File: src/rtl/mcse_bus_arbiter.sv
// -----------------------------------------------------------------------------
// mcse_bus_arbiter
//
// Round-robin arbiter that lets NREQ requesters share one boot-control bus
// engine. A request's address, payload and direction are captured when it is
// granted. The command goes to the engine as a single bus_go pulse. The
// engine's completion is returned to the granted requester as a one-cycle
// req_done pulse.
//
// Optional feature: define MCSE_ARB_TIMEOUT_EN to add a WAIT-state watchdog.
// If bus_done has not arrived after TIMEOUT_CYCLES WAIT cycles, the
// transaction ends with req_done and req_err together and req_rdata zero.
// Without the macro, WAIT lasts until bus_done and req_err is tied to zero.
//
// Ports
//   clk, rst_n    clock; asynchronous active-low reset
//   req_valid     per-requester request level, held until req_done
//   req_addr      packed request addresses (slice i = requester i)
//   req_wdata     packed write payloads (slice i = requester i)
//   req_rw        per-requester direction, 1 = write
//   req_done      one-cycle completion pulse to the granted requester
//   req_err       one-cycle error pulse, coincident with req_done
//   req_rdata     read data while req_done is high, zero otherwise
//   grant_id      current / most recent grant index
//   busy          high whenever the FSM is not IDLE
//   bus_go        one-cycle command strobe to the bus engine
//   bus_addr      latched address, held from ISSUE through RESP
//   bus_write     latched write payload, held from ISSUE through RESP
//   bus_RW        latched direction, held from ISSUE through RESP
//   bus_done      engine completion pulse (only honoured in WAIT)
//   bus_rdData    engine read data, valid with bus_done
// -----------------------------------------------------------------------------
module mcse_bus_arbiter #(
    parameter int NREQ               = 3,
    parameter int pAHB_ADDR_WIDTH    = 32,
    parameter int pPAYLOAD_SIZE_BITS = 256,
    parameter int TIMEOUT_CYCLES     = 1024,
    localparam int GW = (NREQ > 1) ? $clog2(NREQ) : 1
) (
    input  logic                               clk,
    input  logic                               rst_n,
    input  logic [NREQ-1:0]                    req_valid,
    input  logic [NREQ*pAHB_ADDR_WIDTH-1:0]    req_addr,
    input  logic [NREQ*pPAYLOAD_SIZE_BITS-1:0] req_wdata,
    input  logic [NREQ-1:0]                    req_rw,
    output logic [NREQ-1:0]                    req_done,
    output logic [NREQ-1:0]                    req_err,
    output logic [pPAYLOAD_SIZE_BITS-1:0]      req_rdata,
    output logic [GW-1:0]                      grant_id,
    output logic                               busy,
    output logic                               bus_go,
    output logic [pAHB_ADDR_WIDTH-1:0]         bus_addr,
    output logic [pPAYLOAD_SIZE_BITS-1:0]      bus_write,
    output logic                               bus_RW,
    input  logic                               bus_done,
    input  logic [pPAYLOAD_SIZE_BITS-1:0]      bus_rdData
);

    localparam int AW = pAHB_ADDR_WIDTH;
    localparam int DW = pPAYLOAD_SIZE_BITS;

    typedef enum logic [1:0] {IDLE, ISSUE, WAIT, RESP} state_t;

    state_t          state_q, state_d;
    logic [GW-1:0]   last_grant_q, last_grant_d;
    logic [GW-1:0]   grant_q, grant_d;
    logic [AW-1:0]   addr_q, addr_d;
    logic [DW-1:0]   wdata_q, wdata_d;
    logic            rw_q, rw_d;
    logic [DW-1:0]   rdata_q, rdata_d;

`ifdef MCSE_ARB_TIMEOUT_EN
    localparam int CW = $clog2(TIMEOUT_CYCLES + 1);
    logic [CW-1:0]   cnt_q, cnt_d;
    logic            err_q, err_d;
`endif

    // Per-requester views of the packed request buses.
    logic [AW-1:0]   addr_arr  [NREQ];
    logic [DW-1:0]   wdata_arr [NREQ];

    for (genvar gi = 0; gi < NREQ; gi++) begin : g_unpack
        assign addr_arr[gi]  = req_addr[gi*AW +: AW];
        assign wdata_arr[gi] = req_wdata[gi*DW +: DW];
    end

    // Only legal watchdog limits elaborate this (empty) block.
    if (TIMEOUT_CYCLES > 0) begin : g_timeout_limit_ok
    end

    // Round-robin pick: first set request bit above last_grant, wrapping.
    // Starting the search one past the previous winner is what keeps a
    // requester from winning twice in a row while others are waiting.
    logic            pick_found;
    logic [GW-1:0]   pick_idx;
    logic [GW-1:0]   cand;

    always_comb begin
        pick_found = 1'b0;
        pick_idx   = '0;
        cand       = '0;
        for (int k = 1; k <= NREQ; k++) begin
            cand = GW'((int'(last_grant_q) + k) % NREQ);
            if (!pick_found && req_valid[cand]) begin
                pick_found = 1'b1;
                pick_idx   = cand;
            end
        end
    end

    always_comb begin
        state_d      = state_q;
        last_grant_d = last_grant_q;
        grant_d      = grant_q;
        addr_d       = addr_q;
        wdata_d      = wdata_q;
        rw_d         = rw_q;
        rdata_d      = rdata_q;
`ifdef MCSE_ARB_TIMEOUT_EN
        cnt_d        = cnt_q;
        err_d        = err_q;
`endif
        case (state_q)
            IDLE: begin
                if (pick_found) begin
                    grant_d = pick_idx;
                    addr_d  = addr_arr[pick_idx];
                    wdata_d = wdata_arr[pick_idx];
                    rw_d    = req_rw[pick_idx];
                    state_d = ISSUE;
                end
            end
            ISSUE: begin
                rdata_d = '0;
`ifdef MCSE_ARB_TIMEOUT_EN
                cnt_d   = '0;
                err_d   = 1'b0;
`endif
                state_d = WAIT;
            end
            WAIT: begin
                // bus_done takes priority over a watchdog expiring in the same cycle.
                if (bus_done) begin
                    rdata_d = rw_q ? '0 : bus_rdData;
                    state_d = RESP;
                end
`ifdef MCSE_ARB_TIMEOUT_EN
                else if (cnt_q == CW'(TIMEOUT_CYCLES - 1)) begin
                    rdata_d = '0;
                    err_d   = 1'b1;
                    state_d = RESP;
                end else begin
                    cnt_d = cnt_q + 1'b1;
                end
`endif
            end
            RESP: begin
                last_grant_d = grant_q;
                state_d      = IDLE;
            end
            default: state_d = IDLE;
        endcase
    end

    always_ff @(posedge clk or negedge rst_n) begin
        if (!rst_n) begin
            state_q      <= IDLE;
            last_grant_q <= GW'(NREQ - 1);
            grant_q      <= '0;
            addr_q       <= '0;
            wdata_q      <= '0;
            rw_q         <= 1'b0;
            rdata_q      <= '0;
`ifdef MCSE_ARB_TIMEOUT_EN
            cnt_q        <= '0;
            err_q        <= 1'b0;
`endif
        end else begin
            state_q      <= state_d;
            last_grant_q <= last_grant_d;
            grant_q      <= grant_d;
            addr_q       <= addr_d;
            wdata_q      <= wdata_d;
            rw_q         <= rw_d;
            rdata_q      <= rdata_d;
`ifdef MCSE_ARB_TIMEOUT_EN
            cnt_q        <= cnt_d;
            err_q        <= err_d;
`endif
        end
    end

    // Outputs are decoded from registered state only.
    assign busy      = (state_q != IDLE);
    assign bus_go    = (state_q == ISSUE);
    assign bus_addr  = addr_q;
    assign bus_write = wdata_q;
    assign bus_RW    = rw_q;
    assign grant_id  = grant_q;
    assign req_rdata = (state_q == RESP) ? rdata_q : '0;

    for (genvar gi = 0; gi < NREQ; gi++) begin : g_resp
        assign req_done[gi] = (state_q == RESP) && (grant_q == GW'(gi));
`ifdef MCSE_ARB_TIMEOUT_EN
        assign req_err[gi]  = (state_q == RESP) && (grant_q == GW'(gi)) && err_q;
`else
        assign req_err[gi]  = 1'b0;
`endif
    end

endmodule

File: config.mk
export PLATFORM = sky130hd
export DESIGN_NAME = mcse_bus_arbiter
export DESIGN_NICKNAME = d
export VERILOG_FILES = /design/src/rtl/mcse_bus_arbiter.sv
export SDC_FILE = /design/constraint.sdc
export NUM_CORES = 1
export LEC_CHECK = 0
export ABC_AREA = 1
export CORE_AREA = 2 2 659 661
export CTS_BUF_LIST = sky130_fd_sc_hd__clkbuf_4
export CTS_CLUSTER_DIAMETER = 40
export DETAILED_ROUTE_END_ITERATION = 10
export DIE_AREA = 0 0 661 663
export PLACE_DENSITY_LB_ADDON = 0.1
export SLEW_MARGIN = 10
export SYNTH_ARGS = -nofsm -noshare
export SYNTH_HDL_FRONTEND = slang
export SYNTH_SLANG_ARGS = --single-unit
export TNS_END_PERCENT = 50
File: constraint.sdc
create_clock -name clk -period 3.17 [get_ports clk]
set_clock_uncertainty 0.05 [all_clocks]
set_input_delay 0.634 -clock clk [delete_from_list [all_inputs] [get_ports clk]]
set_output_delay 0.634 -clock clk [all_outputs]
set_load 0.02 [all_outputs]
* After elaboration in Yosys (flattened, before gate mapping)
Index checks and enable logic that the tools add are counted.
** Storage, ports and cells
- Register bits :: 551
- Input port bits :: 1129
- Output and inout bits :: 555
- Word-level logic and storage cells :: 67
** Cells by class
- Add/subtract/negate cells :: 3
- Divide/modulo/power cells :: 3
- $lt $le $gt $ge :: 5
- Equality and inequality tests :: 7
- Multiplexer cells :: 27
- Bitwise logic cells :: 1
- Reductions and logical operators :: 14
** Operators by type and width (count)
- $mux W256 :: 5
- $bmux W256 S2 :: 1
- $pmux W256 S2 :: 1
- $mod A32 B3 Y32 const B :: 3
- $bmux W32 S2 :: 1
- $mux W32 :: 2
- $lt A2 B3 Y1 const B :: 4
- $mux W2 :: 5
- $bmux W1 S2 :: 4
- $pmux W2 S4 :: 1
- $mux W1 :: 7
- $add A2 B2 Y3 const B :: 2
- $eq A2 B2 Y1 const B :: 3
- $reduce_and A2 Y1 :: 3
- $logic_and A1 B1 Y1 :: 5
- $eq A2 B1 Y1 const B :: 2
- $logic_not A2 Y1 :: 2
- $ne A2 B2 Y1 const B :: 2
- $reduce_bool A2 Y1 :: 2
- $add A2 B1 Y3 const B :: 1
- $ge A3 B3 Y1 const B :: 1
- $not A2 Y3 :: 1
- $logic_not A1 Y1 :: 2

* Logic depth before layout (Yosys ltp)
- Word-level depth :: 15
- Mapped depth :: 16
- Depth with buffers taken out :: 14

* Worst setup path before layout
Ideal clock, no wire load.
- Path kind :: reg2reg
- Start point :: register last_grant_q[0]
- End point :: register wdata_q[100], in the netlist bus_write[100]
- Library setup time :: 120 ps
- Arrival time :: 2034 ps
- Required time :: 3000 ps
- Slack :: 966 ps
- Stages on the path, launching flop included :: 17
- Buffers on the path :: 3
- Clock period less this slack :: 2204 ps
- Path through :: dfrtp_1 > inv_1 > ha_1 > inv_2 > nand2_1 > nand3_1 > nand2_2 > nand2_2 > nor2_4 > nand2_1 > nand2_2 > inv_2 > buf_6 > buf_4 > buf_2 > nand3_1 > a21oi_2
** Between the ends
- Word-level cells in the longest chain between the ends :: 15
- Elaborated cells on any way between the ends :: 27
- Those cells by class :: add/sub: 3; div: 3; mux: 15; bitwise: 1; reduce/logical: 5
** Ends and longest elaborated chain
- from (decl) :: line 65 : logic [GW-1:0] last_grant_q, last_grant_d;
- from (signal assigned) :: line 168 : last_grant_q <= GW'(NREQ - 1);
- from (signal assigned) :: line 180 : last_grant_q <= last_grant_d;
- $add A2 B1 Y3 :: line 103 : cand = GW'((int'(last_grant_q) + k) % NREQ);
- $mod A32 B3 Y32 :: line 103
- $bmux W1 S2 :: line 104 : if (!pick_found && req_valid[cand]) begin
- $mux W1 (implied by the code) :: line 104
- $mux W1 :: line 104
- $logic_not A1 Y1 :: line 104
- $logic_and A1 B1 Y1 :: line 104
- $mux W1 :: line 104
- $logic_not A1 Y1 :: line 104
- $logic_and A1 B1 Y1 :: line 104
- $mux W2 :: line 104
- $not A2 Y3 (implied by the code) :: line 128 : wdata_d = wdata_arr[pick_idx];
- $bmux W256 S2 :: line 128
- $mux W256 (implied by the code) (2 in series) :: line 128
- to (signal assigned) :: line 183 : wdata_q <= wdata_d;
- to (decl) :: line 68 : logic [DW-1:0] wdata_q, wdata_d;
Parallel ways exist; a longest one is shown, timed or not. The select of a mux whose other input is x is not followed.
A chain may end at the register's enable or synchronous reset.

* Final worst setup path
- Start point :: register state_q[0]
- End point :: output req_rdata[150]
** Between the ends
- Word-level cells in the longest chain between the ends :: 2
** Ends and longest elaborated chain
- from (decl) :: line 64 : state_t state_q, state_d;
- from (signal assigned) :: line 179 : state_q <= state_d;
- $eq A2 B2 Y1 :: line 200 : assign req_rdata = (state_q == RESP) ? rdata_q : '0;
- $mux W256 :: line 200
- to (decl) :: line 48 : output logic [pPAYLOAD_SIZE_BITS-1:0] req_rdata,
No other way between the ends.

==> results.toml <==
[sta]
hold_slack_ns = 0.257
min_period_ns = 3.50
drv_slew = 0
relSlewSlack = 0.493
rsz0062_at_grt = "true"
setup_viol_count_final = 265
finalHoldViolCount = 0
fmax_mhz = 286
setup_ws_ns = -0.329
tightest_slew_ns = 0.759
period_share = 1.10

[floorplanning]
coreArea_um2 = 432000
rows = 242
die_x_um = 661
die_area_um2 = 438000
start_util = 0.0748
dieHeight_um = 663
ios = 1684

[global_routing]
grt-busiest-layer = "met2"
grtUsageMet1 = 0.169
grt_pass1_vias = 47933
grtUsageTotal = 0.143
grt_max_degree = 82
use_met3 = 0.0329
grt_use_met2 = 0.260
overflow = 0
antenna_found_initial = 189
grt_pass1_wl_um = 430000

[layout]
area_growth_pct = 133
layout-drive-gt1-share = 0.207
fillCellCount = 49277
final_nets = 8710
layout.area.seq_um2 = 13800
multiInputGateArea_um2 = 14800
final_common_cell = "clkdlybuf4s50_1"
layout_common_cells = "1415 x clkdlybuf4s50_1, 1070 x dlygate4sd3_1, 1038 x nand3_1"

[critical_path]
critPathLaunch = "state_q[0]$_DFFE_PN0P_"
path_class = "reg2out"
critPathSlowestCell = "dfrtp_1"
required_ns = 2.49
crit_path_start_kind = "flip-flop"
cp_cell_sequence = "ha_4 > buf_16 > buf_12 > buf_16 > clkbuf_16 > nand2_4 > inv_4 > buf_12"
critical_path.max_fanout = 6
max_stage_delay_ns = 0.40
r2r-start = "last_grant_q[1]$_DFFE_PN1P_"
cp.arrival_ns = 2.81
cp-end-kind = "primary output"

[cts]
clockBufferDepth = 4
cts.sinks = 551
cts_tree = "built"
cts_buffers = 230
htreeDepth = 4
clk_pin_slew_ns = 0.06
clk-insertion-delay-late_ns = 1.25
ctsRootBufferMaster = "clkbuf_4"

[logic_synthesis]
ys_ff_latch = 551
yosysSeqAreaShare = 0.427
syn_area_um2 = 32300
synth.area.top_cells = "dfrtp_1 43%, nand3_1 16%, nand2_1 10%"
avgSynthCellArea_um2 = 7.13
synth_cells = 4533
synth_top_area_share = 0.426
synth_warnings = 0
yosysUniqueCellTypes = 27
yosysTopAreaCell = "dfrtp_1"

[outcome]
status = "finished, violations left"
violations = "setup timing"

[pwr]
irDropWorstVdd_v = 0.000616
leakage_nw = 35.3
p_per_area_nw_per_um2 = 983
total_power_mw = 73.9

[hold_path]
min_from = "req_wdata[481]"
min_path_type = "in2reg"

[routing]
routedWlPerCell_um = 24.0
drc = 0
first_pass_iters = 5
drt_iter0_markers = 2139
postRouteAntennaNets = 0
finalWirelength_um = 325000
routed_via_density = 3.29
via_count = 44533

[flow_run]
maxCapViolCount = 0

[place]
port_buffers = 1680
dp.final_hpwl_um = 260000
gp_congestion = 0.841
==> state kept, by name, summed over array words and instances, names as in the netlist <==
signal        cells
rdata_q         256
bus_write       256
bus_RW            1
last_grant_q      2
bus_addr         32
state_q           2
grant_id          2
==> what timing repair did <==
action                                 4_1_cts  5_1_grt
cloned                                      16       13
endpoints found under the hold margin     1097        0
buffers inserted                            32       26
setup endpoints to repair                  552      522
pin swaps                                    3        2
gates resized for setup                    874      847
hold buffers                              1071        0
==> critical path: cells and delay by family, from the launching register on <==
family / cells / cell delay [ns]
buffers and inverters: 6 / 0.80
flip-flops: 1 / 0.40
adder cells (fa/ha/maj): 1 / 0.26
AND/OR/NAND/NOR: 1 / 0.06
==> synthesized netlist by cell type (all sizes together) <==
master and instances:
a211oi 1, a21oi 520, a31oi 1, buf 177, clkbuf 188, conb 1, dfrtp 550, dfstp 1
ha 9, inv 792, nand2 887, nand3 1039, nand3b 2, nor2 235, nor3 1, o21ai 128
o22ai 1
==> metal layers <==
layer | wire length [µm] | part of all wire
met5 | 347 | 0.0011
met4 | 7350 | 0.023
met3 | 19800 | 0.061
met2 | 164000 | 0.51
met1 | 133000 | 0.41
==> worst paths after layout <==
path / end / slack (ns) / depth (start not counted)
max reg2reg: bus_write[12]$_DFFE_PN0P_ / 0.10 / 15
min in group asynchronous: rdata_q[23]$_DFFE_PN0P_ / 0.78 / 4
max in group asynchronous: bus_write[237]$_DFFE_PN0P_ / 1.69 / 4
min reg2reg: rdata_q[85]$_DFFE_PN0P_ / 0.46 / 2
max: req_rdata[150] / -0.33 / 8
min: bus_write[225]$_DFFE_PN0P_ / 0.26 / 5
==> cells by family after synthesis <==
kind of cell / after synthesis / synth area share
AOI/OAI and AO/OA: 651 / 0.124
adders and majority gates: 9 / 0.00348
buffers and inverters: 1157 / 0.153
DFF: 551 / 0.427
other: 1 / 0.000116
and+or+nand+nor: 2164 / 0.293
==> metrics by stage <==
step / area [µm²] / cells / utilization / setup TNS (ns) / setup slack [ns]
floorplan: 32300 / 4535 / - / 0 / 0.966
global placement: 58700 / 11922 / 0.136 / -111.78 / -0.805
detailed placement: 58700 / 11922 / 0.136 / -104.46 / -0.746
CTS: 73100 / 13430 / 0.169 / -212.93 / -0.743
global route: 75100 / 13497 / 0.174 / -173.60 / -0.655
finish: 75200 / 13530 / 0.174 / -56.37 / -0.329
==> power breakdown <==
group	total (mW)	switching, mW	internal, mW
Clock	9.26	4.53	4.73
Sequential	12.4	2.27	10.1
Combinational	52.3	31.7	20.5
==> area by class of cell <==
cell class,instances,share of cell area
multi-input cells,2827,0.197
repair buffers,3170,0.444
diodes,67,0.00223
flip-flops and latches,551,0.183
inverters,792,0.0410
clock buffers,320,0.0320
well taps,5734,0.0954
clock inverters,69,0.00444
Note: power is estimated with default switching activity, not from simulation.
